`src/rtl/ter_accum_if.sv`:
```
// Row accumulator bus: sequencer-driven bit stream in, registered popcount out.
// TER_ACCUM_SAT_EN adds the sticky saturation flag 'sat'.
interface ter_accum_if #(
  parameter int CntW = 2,
  parameter int AccW = 8
);
  logic            ena;
  logic [CntW-1:0] cnt;
  logic            data_in;
  logic [AccW-1:0] acc;
`ifdef TER_ACCUM_SAT_EN
  logic            sat;

  modport master (output ena, output cnt, output data_in, input acc, input sat);
  modport slave  (input ena, input cnt, input data_in, output acc, output sat);
`else
  modport master (output ena, output cnt, output data_in, input acc);
  modport slave  (input ena, input cnt, input data_in, output acc);
`endif
endinterface

```
`src/rtl/ter_accum.sv`:
```
// In-order popcount of the first N bits of a serial XNOR row; acc is registered, 1-cycle latency.
// Optional TER_ACCUM_SAT_EN: saturate acc at all-ones and raise sticky 'sat'; otherwise acc wraps.
module ter_accum #(
  parameter int N     = 4,
  parameter int Total = 4,
  parameter int AccW  = 8
) (
  input logic        clk,
  input logic        rst,
  ter_accum_if.slave bus
);
  localparam int CntW   = (Total > 1) ? $clog2(Total) : 1;
  localparam int TakenW = $clog2(N + 1);
  localparam int CmpW   = (CntW > TakenW) ? CntW : TakenW;

  logic [TakenW-1:0] r_taken;
  logic [AccW-1:0]   r_acc;
  logic [CmpW-1:0]   w_cnt_ext;
  logic [CmpW-1:0]   w_taken_ext;
  logic              w_accept;

  assign w_cnt_ext   = CmpW'(bus.cnt);
  assign w_taken_ext = CmpW'(r_taken);
  // Only the next expected index is consumed, so replays and skips are ignored.
  assign w_accept    = bus.ena && (w_cnt_ext == w_taken_ext) && (r_taken < TakenW'(N));

`ifdef TER_ACCUM_SAT_EN
  logic r_sat;

  always_ff @(posedge clk) begin
    if (rst) begin
      r_taken <= '0;
      r_acc   <= '0;
      r_sat   <= 1'b0;
    end else if (w_accept) begin
      r_taken <= r_taken + 1'b1;
      if (bus.data_in) begin
        if (&r_acc) r_sat <= 1'b1;
        else        r_acc <= r_acc + 1'b1;
      end
    end
  end

  assign bus.sat = r_sat;
`else
  always_ff @(posedge clk) begin
    if (rst) begin
      r_taken <= '0;
      r_acc   <= '0;
    end else if (w_accept) begin
      r_taken <= r_taken + 1'b1;
      r_acc   <= r_acc + AccW'(bus.data_in);
    end
  end
`endif

  assign bus.acc = r_acc;
endmodule

```
`src/flat_wrapper.sv`:
```
// flat-port wrapper written by rule: the top's interface ports become plain ports
module ter_accum_flat 
#(
  parameter int N     = 4,
  parameter int Total = 4,
  parameter int AccW  = 8
)
  (clk, rst, bus_ena, bus_cnt, bus_data_in, bus_acc);
  ter_accum_if #(.CntW(2), .AccW(AccW)) bus_i ();
  input logic clk;
  input logic rst;
  input wire logic [$bits(bus_i.ena)-1:0] bus_ena;
  input wire logic [$bits(bus_i.cnt)-1:0] bus_cnt;
  input wire logic [$bits(bus_i.data_in)-1:0] bus_data_in;
  output wire logic [$bits(bus_i.acc)-1:0] bus_acc;
  assign bus_i.ena = bus_ena;
  assign bus_i.cnt = bus_cnt;
  assign bus_i.data_in = bus_data_in;
  assign bus_acc = bus_i.acc;
  ter_accum #(.N(N), .Total(Total), .AccW(AccW)) u_core (.clk(clk), .rst(rst), .bus(bus_i));
endmodule
```
`config.mk`:
```
export PLATFORM = sky130hd
export DESIGN_NAME = ter_accum_flat
export DESIGN_NICKNAME = d
export VERILOG_FILES = /design/src/rtl/ter_accum_if.sv /design/src/rtl/ter_accum.sv /design/src/flat_wrapper.sv
export SDC_FILE = /design/constraint.sdc
export NUM_CORES = 1
export LEC_CHECK = 0
export ABC_AREA = 1
export BUFFER_PORTS_ARGS = -buffer_cell sky130_fd_sc_hd__buf_2
export CORE_MARGIN = 3
export CORE_UTILIZATION = 44
export DETAILED_ROUTE_END_ITERATION = 8
export MAX_ROUTING_LAYER = met4
export PLACE_DENSITY_LB_ADDON = 0.12
export SYNTH_ARGS = -nofsm -noshare
export SYNTH_HDL_FRONTEND = slang
export SYNTH_SLANG_ARGS = --single-unit
```
`constraint.sdc`:
```
create_clock -name clk -period 1.3 [get_ports clk]
set_input_delay 0.13 -clock clk [delete_from_list [all_inputs] [get_ports clk]]
set_output_delay 0.13 -clock clk [all_outputs]
set_load 0.1 [all_outputs]
```
# Yosys cells after proc, flatten, opt, wreduce, memory -nomap -nowiden
# Cells that the tools add are included.
# word_totals
in_bits	6
elab_cells	8
regBits	11
out_inout_bits	8
# op_classes
n_addsub	2
order_cmp	1
n_reduce_logical	2
eq_ne	1
# op_table
operator	n
$add A8 B1 Y8	1
$add A3 B1 Y3 const B	1
$eq A2 B3 Y1	1
$lt A3 B3 Y1 const B	1
$logic_and A1 B1 Y1	2

# Longest topological paths before layout
# Gate-level depths: netlist of the first run.
# logic_depth
ltp_word	3
ltp_mapped	8
depth_no_buf	8

# Worst setup path after synthesis of the first run
# OpenSTA, ideal clock, no wires.
# synth_path
kind	register to register
startpoint	register u_core.r_acc[0], in the netlist u_core.bus.acc[0]
endpoint	register u_core.r_acc[6], in the netlist u_core.bus.acc[6]
path_stages_with_launch	8
period_less_slack_ns	2.098
n_path_buf	0
setup_slack_ns	-0.798
arrival_ns	1.979
required_time_ns	1.181
setup_time_ns	0.119
path_cell_list	dfxtp_1 ha_1 ha_1 nand2_1 nor3_1 nand3_1 nand2_1 nor2_1
# synth_via
elab_chain_len	1
# synth_rtl
item	line_no	rtl
start: declaration	ter_accum.sv:17	logic [AccW-1:0] r_acc;
start signal: assignment	ter_accum.sv:52	r_acc <= r_acc + AccW'(bus.data_in);
$add A8 B1 Y8	ter_accum.sv:52	
# No other way between the ends.
# A chain may end at the register's enable or synchronous reset.

# Worst setup path in the final report of the first run
# layout_path
startpoint	register u_core.r_acc[2], in the netlist u_core.bus.acc[2]
endpoint	output port bus_acc[2]
# layout_rtl
item	line_no	rtl
end: declaration	flat_wrapper.sv:15	output wire logic [$bits(bus_i.acc)-1:0] bus_acc;
# No word-level cell between the ends.

==> results of run 1 <==
## worst paths after layout
kind,to,slack [ps],depth (start not counted)
min reg2reg,u_core.r_taken[2],480,2
max,bus_acc[2],100,1
min,u_core.bus.acc[3],60,2
max reg2reg,u_core.bus.acc[7],140,7
## timing repair
action                                  CTS  global route
endpoints found under the setup margin    0             4
resized for setup                         0             3
setup buffers                             0             0
## power by group
| group | switching, mW | internal [mW] | total (mW) |
|---|---|---|---|
| clock | 0.113 | 0.119 | 0.232 |
| sequential | 0.0110 | 0.340 | 0.351 |
| combinational | 0.0874 | 0.0350 | 0.122 |
## layout make-up
cell class                      count  share of cell area
Tap cell                           14              0.0230
Inverter                           12              0.0590
Timing Repair Buffer               13              0.0852
Sequential cell                    11               0.318
Clock buffer                        4              0.0344
Multi-Input combinational cell     64               0.480
## per-stage QoR
| stage | cells | hold slack, ps | cell area (sq um) | setup TNS, ps | utilization |
|---|---|---|---|---|---|
| 5_1_grt | 118 | 65.6 | 763 | 0 | 0.643 |
| 3_3_place_gp | 113 | 351 | 722 | 0 | 0.609 |
| 4_1_cts | 117 | 50.1 | 748 | 0 | 0.631 |
| 2_1_floorplan | 87 | 189 | 651 | -120 | - |
| 3_5_place_dp | 113 | 345 | 722 | 0 | 0.609 |
| 6_report | 118 | 62.0 | 763 | 0 | 0.643 |
## synthesized netlist by cell type, types with 2 or more instances
cell,n
nand2_1,23
nor2_1,15
dfxtp_1,11
inv_1,11
a21oi_1,6
o21ai_0,5
ha_1,3
nand3_1,3
nand3_2,2
nor3_1,2
xor2_1,2
## registers in the layout (all words and copies together), names as in the netlist
register and count:
u_core.bus.acc 8, u_core.r_taken 3
## metal layers
metal / part of all wire / up-vias / routed length [um]
met5: 0 / - / 0
met1: 0.50 / 235 / 583
met3: 0.068 / 2 / 79
met2: 0.42 / 15 / 491
li1: - / 306 / -
met4: 0.013 / 0 / 15
## worst register-to-register path, stage by stage, from the launching register on
cell     delay [ps]
dfxtp_1         380
inv_2            60
nand2_2          70
nand3_2         130
nor2_4          210
nand3_1         100
nand2_1          80
nor2_1           40
## cells by family (layout without fill, tap and decap cells)
group | after synthesis | after routing | synth area share
AOI/OAI and AO/OA | 11 | 11 | 0.0930
buffers and inverters | 13 | 29 | 0.0951
xor gates and xnor gates | 2 | 2 | 0.0296
and+or+nand+nor | 47 | 48 | 0.347
DFF | 11 | 11 | 0.372
adders and majority gates | 3 | 3 | 0.0634
==> summary.txt, run 1 <==
Floorplanning
  – Die W: 42.7 um
  – Initial Util: 0.499
  – Rows: 12
  – Die area: 1820 sq um
  – IO Count: 14
  – Core Area: 1190 sq um
  – Die Y: 42.7 um

Global routing
  – Vias in the first global route: 415
  – Total GRT Usage: 0.136
  – Busiest grt layer: met1
  – GR Util met3: 0.0763
  – Initial antenna violation count: 0
  – Met1 GRT Util: 0.182
  – Global-route wire length before repair: 1.78 mm
  – Largest net degree at the start of global routing: 15
  – Met2 Use GR: 0.171
  – Total grt overflow: 0

Synth
  – Yosys cell types: 15
  – Largest cells by area after synthesis: dfxtp_1 37%, nand2_1 15%, nor2_1 9.5%, inv_1 7.0%, ha_1 6.3%
  – Dominant register cell in the synthesized netlist: dfxtp_1
  – #FFs+latches synth: 11
  – Mapped Cells: 87
  – Synth Net Count: 96
  – Synth area leader: dfxtp_1
  – Seq/Total Area, Yosys: 0.372
  – Yosys warnings: 0
  – Netlist Area Pre-Place: 592 sq um
  – Number of synthesized flops with an enable pin: 0
  – Synth top area share: 0.372
  – Syn_area_per_cell: 6.80 sq um
  – Asr flop ratio synth: 0

Min path
  – Worst Hold Class: input port to flop
  – Min-Delay Startpoint: rst

Setup path
  – Worst-path maximum fanout: 5
  – Worst setup path start: u_core.bus.acc[2]
  – Worst endpoint required time: 1170 ps
  – Worst setup SP type: flop
  – Crit end category: output port
  – CP bufs+invs: 1
  – Critical Path AT: 1070 ps
  – CP max-delay cell: buf_2
  – CP delay by family, top: buffers and inverters
  – Reg-to-reg startpoint: u_core.r_taken[0]
  – Slowest stage delay, CP: 430 ps
  – WS Path Type: flop to output port
  – Critical-path cell list: buf_2

Pwr
  – Lkg Pwr: roughly 0.35 nW
  – PwrDens: around 920 nW/um^2
  – Pwr Total: 0.705 mW
  – Peak supply drop: 847 uV

Clock tree
  – CTS buffer count: 3
  – Clock Sink Count: 11
  – CTS Buffer Depth: 2
  – Clk slew on worst S/H paths: 70 ps
  – # hold bufs at CTS: 0
  – Root Driver: clkbuf_4
  – Total number of H-tree levels: 1
  – CTS tree: yes
  – Latest clock arrival within the worst-skew pair: 270 ps

Drt
  – Vias post-DR: 558
  – Vias per cell: 4.73
  – Remaining antenna violation count after routing: 0
  – Routed wire per std cell: 9.91 um
  – TritonRoute pass-1 iters: 4
  – Post-Route WL: about 1.2 mm
  – Initial DRC count: 12
  – DRC: 0

Final layout
  – ANT cells: 0
  – Area of the multi-input gates: roughly 370 sq um
  – Most common cell after layout, fill and taps aside: nand2_1
  – NumNets Final: between 100 and 150
  – Commonest cells after routing, fill and taps aside: 21 x nand2_1, 15 x nor2_1, 13 x buf_2
  – Share of cells above drive strength 1: 0.346
  – Area grow syn2layout: 29.0%
  – Sequential Area: between 200 and 250 sq um
  – Fillers: 106

STA
  – Endpoints failing setup: 0
  – Fmax: about 830 MHz
  – Minimum clock period: 1200 ps
  – Hold Vio Cnt, Final: 0
  – Slew of the pin with the lowest slew margin: slightly below 500 ps
  – Max Slew Vio Count: 0
  – Max_slew headroom: 0.680
  – RSZ-0062 raised after global routing: false
  – Final Cycle Share: 0.925
  – Clock skew: between 7 and 8 ps
  – Worst Slack Setup Final: 97.8 ps

Outcome
  – Outcome: complete, no violations

Placement
  – Gpl congestion: 0.803
  – Pre-CTS setup slack: 78.2 ps
  – Number of port buffers: 13
  – Hpwl dp: 835 um

Job
  – Max-Cap Viols: 0
(Power assumes the default switching activity.)
==> run 2, diff against run 1 <==
--- a/config.mk
+++ b/config.mk
@@ -7,9 +7,9 @@
 export LEC_CHECK = 0
 export ABC_AREA = 1
 export BUFFER_PORTS_ARGS = -buffer_cell sky130_fd_sc_hd__buf_2
-export CORE_MARGIN = 3
-export CORE_UTILIZATION = 44
+export CORE_AREA = 3 3 40 42
 export DETAILED_ROUTE_END_ITERATION = 8
+export DIE_AREA = 0 0 43 45
 export MAX_ROUTING_LAYER = met4
 export PLACE_DENSITY_LB_ADDON = 0.12
 export SYNTH_ARGS = -nofsm -noshare
==> constraint.sdc (replaced) <==
create_clock -name clk -period 1.33 [get_ports clk]
set_input_delay 0.133 -clock clk [delete_from_list [all_inputs] [get_ports clk]]
set_output_delay 0.133 -clock clk [all_outputs]
set_load 0.1 [all_outputs]
==> run 2 against run 1 <==
Effect of this change:
- first-iteration DRC count grew 25%
- sequential share of layout area down 0.72 points
- routed wire length grew 3.8%
- clock-buffer cell count did not move
- power decreased by 1.1%
- global-route usage grew 1.9 points
- clock skew decreased by 4.4 ps
- combinational power is essentially flat
- clock power about the same
==> summary.txt, run 2 (same netlist as run 1, synthesis figures left out) <==
Clock tree
  – # hold bufs at CTS: 0 (unchanged)
  – Clock Sink Count: 11 (unchanged)
  – Clk slew on worst S/H paths: 70 ps (about the same)
  – Latest clock arrival within the worst-skew pair: 270 ps (about the same)
  – Total number of H-tree levels: 1 (unchanged)
  – CTS buffer count: 3 (unchanged)
  – Root Driver: clkbuf_4
  – CTS tree: yes
  – CTS Buffer Depth: 2 (unchanged)

Global routing
  – Largest net degree at the start of global routing: 15 (unchanged)
  – Total grt overflow: 0 (unchanged)
  – Initial antenna violation count: 0 (unchanged)
  – Global-route wire length before repair: 2.18 mm (+22%)
  – Vias in the first global route: 516 (+24%)
  – Total GRT Usage: 0.155 (+0.0193)

STA
  – Hold Vio Cnt, Final: 0 (unchanged)
  – Final hold slack: 70.6 ps (+8.59 ps)
  – Clock skew: 3.48 ps (-4.37 ps)
  – Minimum clock period: 1200 ps
  – Max_slew headroom: 0.676 (-0.00362)
  – Final setup TNS: 0 ps (unchanged)
  – Fmax: 831 MHz
  – Slew of the pin with the lowest slew margin: 489 ps (+5.47 ps)
  – Max Slew Vio Count: 0 (unchanged)
  – Final Cycle Share: 0.905
  – RSZ-0062 raised after global routing: false
  – Endpoints failing setup: 0 (unchanged)
  – Worst Slack Setup Final: 127 ps (+29.0 ps)

Floorplanning
  – Core Area: 1280 sq um (+8.3%)
  – Initial Util: 0.461 (-0.0384)
  – Die area: 1940 sq um (+6.3%)
  – Die W: 43 um (+0.76%)
  – Rows: 13 (+1)
  – IO Count: 14 (unchanged)
  – Die Y: 45 um (+5.4%)

Setup path
  – CP max-delay cell: buf_2
  – WS Path Type: flop to output port
  – Worst-path maximum fanout: 5 (unchanged)
  – Critical-path cell list: buf_2
  – CP delay by family, top: buffers and inverters
  – Worst setup SP type: flop
  – Worst endpoint required time: 1200 ps (+30 ps)
  – Crit end category: output port
  – Slowest stage delay, CP: 430 ps (about the same)
  – Critical Path AT: 1070 ps (about the same)
  – CP bufs+invs: 1 (unchanged)

Pwr
  – Lkg Pwr: 0.357 nW (+3.1%)
  – Peak supply drop: 530 uV (-37%)
  – Pwr Total: 0.697 mW (-1.1%)
  – PwrDens: 898 nW/um^2 (-2.8%)

Drt
  – Metal1 wirelength: 586 um (+0.51%)
  – Remaining antenna violation count after routing: 0 (unchanged)
  – TritonRoute pass-1 iters: 5 (+1)
  – DRC: 0 (unchanged)
  – Top routing layer used: met4
  – Vias per cell: 4.88 (+3.1%)
  – Post-Route WL: 1.21 mm (+3.8%)
  – Initial DRC count: 15 (+3)
  – Routed wire per std cell: 10.1 um (+2.0%)
  – Vias post-DR: 585 (+4.8%)
  – Met2 Wirelength: 532 um (+8.4%)
  – Met3 WL: 75 um (-5.1%)

Job
  – Max-Cap Viols: 0 (unchanged)

Placement
  – Placed cell areas: 723 sq um (+0.17%)
  – Hpwl dp: 888 um (+6.4%)
  – Pre-CTS setup slack: 161 ps (+82.3 ps)
  – Placed cells: 114 (+0.88%)
  – Number of port buffers: 13 (unchanged)
  – Gpl congestion: 0.784 (-2.3%)

Final layout
  – NumNets Final: 115 (+0.88%)
  – Commonest cells after routing, fill and taps aside: 22 x nand2_1, 15 x nor2_1, 13 x buf_2
  – Most common cell after layout, fill and taps aside: nand2_1
  – Finished Cell Area: 777 sq um (+1.8%)
  – Share of cells above drive strength 1: 0.333 (-0.0128)
  – Area grow syn2layout: 31.3%
  – ANT cells: 0 (unchanged)
  – Largest register FFs: 8 (unchanged)
  – Post-route insts no fill: 120 (+1.7%)
  – Final core occ: 0.605 (-0.0388)

Min path
  – Worst Hold Class: input port to flop

Outcome
  – Outcome: complete, no violations
==> run 2: cell types whose count changed in the layout (fill, tap and decap cells not counted) <==
cell | previous run | this run
nand2_2 | 3 | 2
dfxtp_1 | 3 | 4
buf_4 | 0 | 1
dfxtp_2 | 3 | 2
nor2_4 | 2 | 1
buf_12 | 0 | 1
nand2_1 | 21 | 22
==> run 2: worst paths after layout <==
path / start / slack, ps / to / cells after the start
min: rst / 70 / u_core.bus.acc[2] / 2
min reg2reg: u_core.r_taken[2] / 480 / u_core.r_taken[2] / 2
max: u_core.bus.acc[2] / 130 / bus_acc[2] / 1
max reg2reg: u_core.r_taken[1] / 150 / u_core.bus.acc[1] / 7
==> run 2: metal layers <==
metal	vias to the layer above	global-route usage
li1	310	-
met4	0	0.0723
met5	-	-
met1	252	0.207
met3	5	0.0359
met2	18	0.222
==> run 2: area by class of cell <==
class,instances,area (sq um)
clock buffers,4,26.3
fillers,120,508
inverters,12,45.0
multi-input cells,63,353
flip-flops and latches,11,241
well taps,15,18.8
repair buffers,15,92.6
==> run 2: where the power goes <==
part	leakage [nW]	switching [mW]	internal, mW
clock	0.0150	0.115	0.116
sequential	0.0940	0.0102	0.332
combinational	0.248	0.0828	0.0414
total	0.357	0.208	0.489
==> run 2: what timing repair did <==
| item | 4_1_cts | 5_1_grt |
|---|---|---|
| gates resized for setup | 0 | 0 |
| buffers inserted | 0 | 2 |
| endpoints found under the setup margin | 0 | 6 |
==> run 3, diff against run 2 <==
--- a/config.mk
+++ b/config.mk
@@ -7,9 +7,9 @@
 export LEC_CHECK = 0
 export ABC_AREA = 1
 export BUFFER_PORTS_ARGS = -buffer_cell sky130_fd_sc_hd__buf_2
-export CORE_AREA = 3 3 40 42
+export CORE_MARGIN = 3
+export CORE_UTILIZATION = 41
 export DETAILED_ROUTE_END_ITERATION = 8
-export DIE_AREA = 0 0 43 45
 export MAX_ROUTING_LAYER = met4
 export PLACE_DENSITY_LB_ADDON = 0.12
 export SYNTH_ARGS = -nofsm -noshare
==> run 3 against run 2 <==
Effect of this change:
- power is 0.78% lower
- flip-flop and latch count stayed put
- via count down 1.9%
- combinational power down 4%
- non-clock buffer count shrank 2
- final cell count shrank 0.83%
- utilization down 3.3 points
- die area about the same
- fmax is 0.48% lower
- routed wire length decreased by 2.6%
- global-route usage is 0.18 points higher
==> summary.txt, run 3 (same netlist as run 1, synthesis figures left out) <==
STA
  – Hold Vio Cnt, Final: 0 (unchanged)
  – Worst Slack Setup Final: 121 ps (-5.76 ps)
  – Fmax: 827 MHz (-0.48%)
  – Endpoints failing setup: 0 (unchanged)
  – Max Slew Vio Count: 0 (unchanged)
  – RSZ-0062 raised after global routing: false
  – Slew of the pin with the lowest slew margin: 485 ps (-3.45 ps)
  – Minimum clock period: 1210 ps (+5.76 ps)
  – Final hold slack: 75.1 ps (+4.49 ps)
  – Final Cycle Share: 0.909 (+0.00433)
  – Clock skew: 6.71 ps (+3.23 ps)
  – Max_slew headroom: 0.679 (+0.00228)

Drt
  – Post-Route WL: 1.18 mm (-2.6%)
  – Vias per cell: 4.82 (-1.1%)
  – Vias post-DR: 574 (-1.9%)
  – Met3 WL: 91 um (+21%)
  – TritonRoute pass-1 iters: 4 (-1)
  – Metal1 wirelength: 544 um (-7.2%)
  – Initial DRC count: 10 (-5)
  – Remaining antenna violation count after routing: 0 (unchanged)
  – Top routing layer used: met4
  – Routed wire per std cell: 9.92 um (-1.8%)
  – Met2 Wirelength: 512 um (-3.8%)
  – DRC: 0 (unchanged)

Final layout
  – Post-route insts no fill: 119 (-0.83%)
  – ANT cells: 0 (unchanged)
  – Fillers: 145 (+21%)
  – Most common cell after layout, fill and taps aside: nand2_1
  – Area of the multi-input gates: 364 sq um (+3.2%)
  – Finished Cell Area: 762 sq um (-1.9%)
  – Share of cells above drive strength 1: 0.337 (+0.00321)
  – Largest register FFs: 8 (unchanged)
  – NumNets Final: 114 (-0.87%)
  – Sequential Area: 243 sq um (+0.52%)
  – Area grow syn2layout: 28.8%
  – Commonest cells after routing, fill and taps aside: 22 x nand2_1, 15 x nor2_1, 13 x buf_2

Outcome
  – Outcome: complete, no violations

Global routing
  – Total grt overflow: 0 (unchanged)
  – Global-route wire length before repair: 2.08 mm (-4.4%)
  – Initial antenna violation count: 0 (unchanged)
  – Total GRT Usage: 0.157 (+0.00175)
  – Vias in the first global route: 502 (-2.7%)
  – Largest net degree at the start of global routing: 15 (unchanged)

Placement
  – Placed cells: 114 (unchanged)
  – Pre-CTS setup slack: 132 ps (-28.7 ps)
  – Placed cell areas: 723 sq um (unchanged)
  – Gpl congestion: 0.749 (-4.5%)
  – Hpwl dp: 873 um (-1.8%)
  – Number of port buffers: 13 (unchanged)

Job
  – Max-Cap Viols: 0 (unchanged)

Pwr
  – Lkg Pwr: 0.345 nW (-3.1%)
  – PwrDens: 908 nW/um^2 (+1.2%)
  – Peak supply drop: 897 uV (+69%)
  – Pwr Total: 0.692 mW (-0.78%)

Floorplanning
  – Die Y: 44.0 um (-2.2%)
  – Initial Util: 0.444 (-0.0169)
  – Die area: 1940 sq um (about the same)
  – Core Area: 1330 sq um (+3.8%)
  – IO Count: 14 (unchanged)
  – Rows: 13 (unchanged)
  – Die W: 44.0 um (+2.3%)

Setup path
  – Crit end category: output port
  – Slowest stage delay, CP: 430 ps (about the same)
  – CP delay by family, top: buffers and inverters
  – CP bufs+invs: 1 (unchanged)
  – Worst-path maximum fanout: 5 (unchanged)
  – Worst setup SP type: flop
  – Critical-path cell list: buf_2
  – WS Path Type: flop to output port
  – Worst endpoint required time: 1200 ps (about the same)
  – Flop2flop setup slack: 170 ps (+20 ps)
  – Critical Path AT: 1080 ps (about the same)
  – CP max-delay cell: buf_2

Clock tree
  – CTS Buffer Depth: 2 (unchanged)
  – Clock Sink Count: 11 (unchanged)
  – Total number of H-tree levels: 1 (unchanged)
  – CTS tree: yes
  – Post-CTS setup buffer count: 0 (unchanged)
  – Root Driver: clkbuf_4
  – Latest clock arrival within the worst-skew pair: 270 ps (about the same)
  – CTS buffer count: 3 (unchanged)
  – Clk slew on worst S/H paths: 70 ps (about the same)

Min path
  – Worst Hold Class: input port to flop
run 3: cell count changes in the layout (fill, tap and decap cells not counted):
cell     change
buf_12       -1
buf_4        -1
dfxtp_1      -1
dfxtp_2      +1
nor2_4       +1
run 3: metal layers:
metal | up-vias | GRT usage
li1 | 309 | -
met1 | 242 | 0.171
met2 | 19 | 0.230
met3 | 4 | 0.0622
met4 | 0 | 0.108
met5 | - | -
run 3: worst paths after layout:
kind	end	depth (start not counted)	start
setup / recovery	bus_acc[2]	1	u_core.bus.acc[2]
hold / removal	u_core.bus.acc[2]	2	rst
setup reg to reg	u_core.bus.acc[6]	7	u_core.r_taken[0]
hold reg to reg	u_core.r_taken[2]	2	u_core.r_taken[2]
run 3: power by group:
| group | switching (mW) | leakage [nW] | total [mW] | internal, mW |
|---|---|---|---|---|
| Sequential | 0.0108 | 0.0944 | 0.343 | 0.332 |
| Combinational | 0.0852 | 0.236 | 0.119 | 0.0342 |
| Clock | 0.113 | 0.0150 | 0.230 | 0.116 |
| Total | 0.209 | 0.345 | 0.692 | 0.483 |
run 3: through the flow:
stage	utilization	TNS (ps)
final	0.571	0
after detailed placement	0.542	0
after CTS	0.562	0
after global routing	0.571	0
after floorplan	-	-47.4
after global placement	0.542	0
run 3: layout make-up:
type	count	area share
multi-input cells	64	0.478
clock buffers	4	0.0345
well taps	15	0.0246
inverters	12	0.0591
repair buffers	13	0.0854
flip-flops and latches	11	0.319
run 3: timing repair:
action                     in CTS  in global routing
setup endpoints to repair       0                  1
gates resized for setup         0                  2
hold buffers                    0                  0
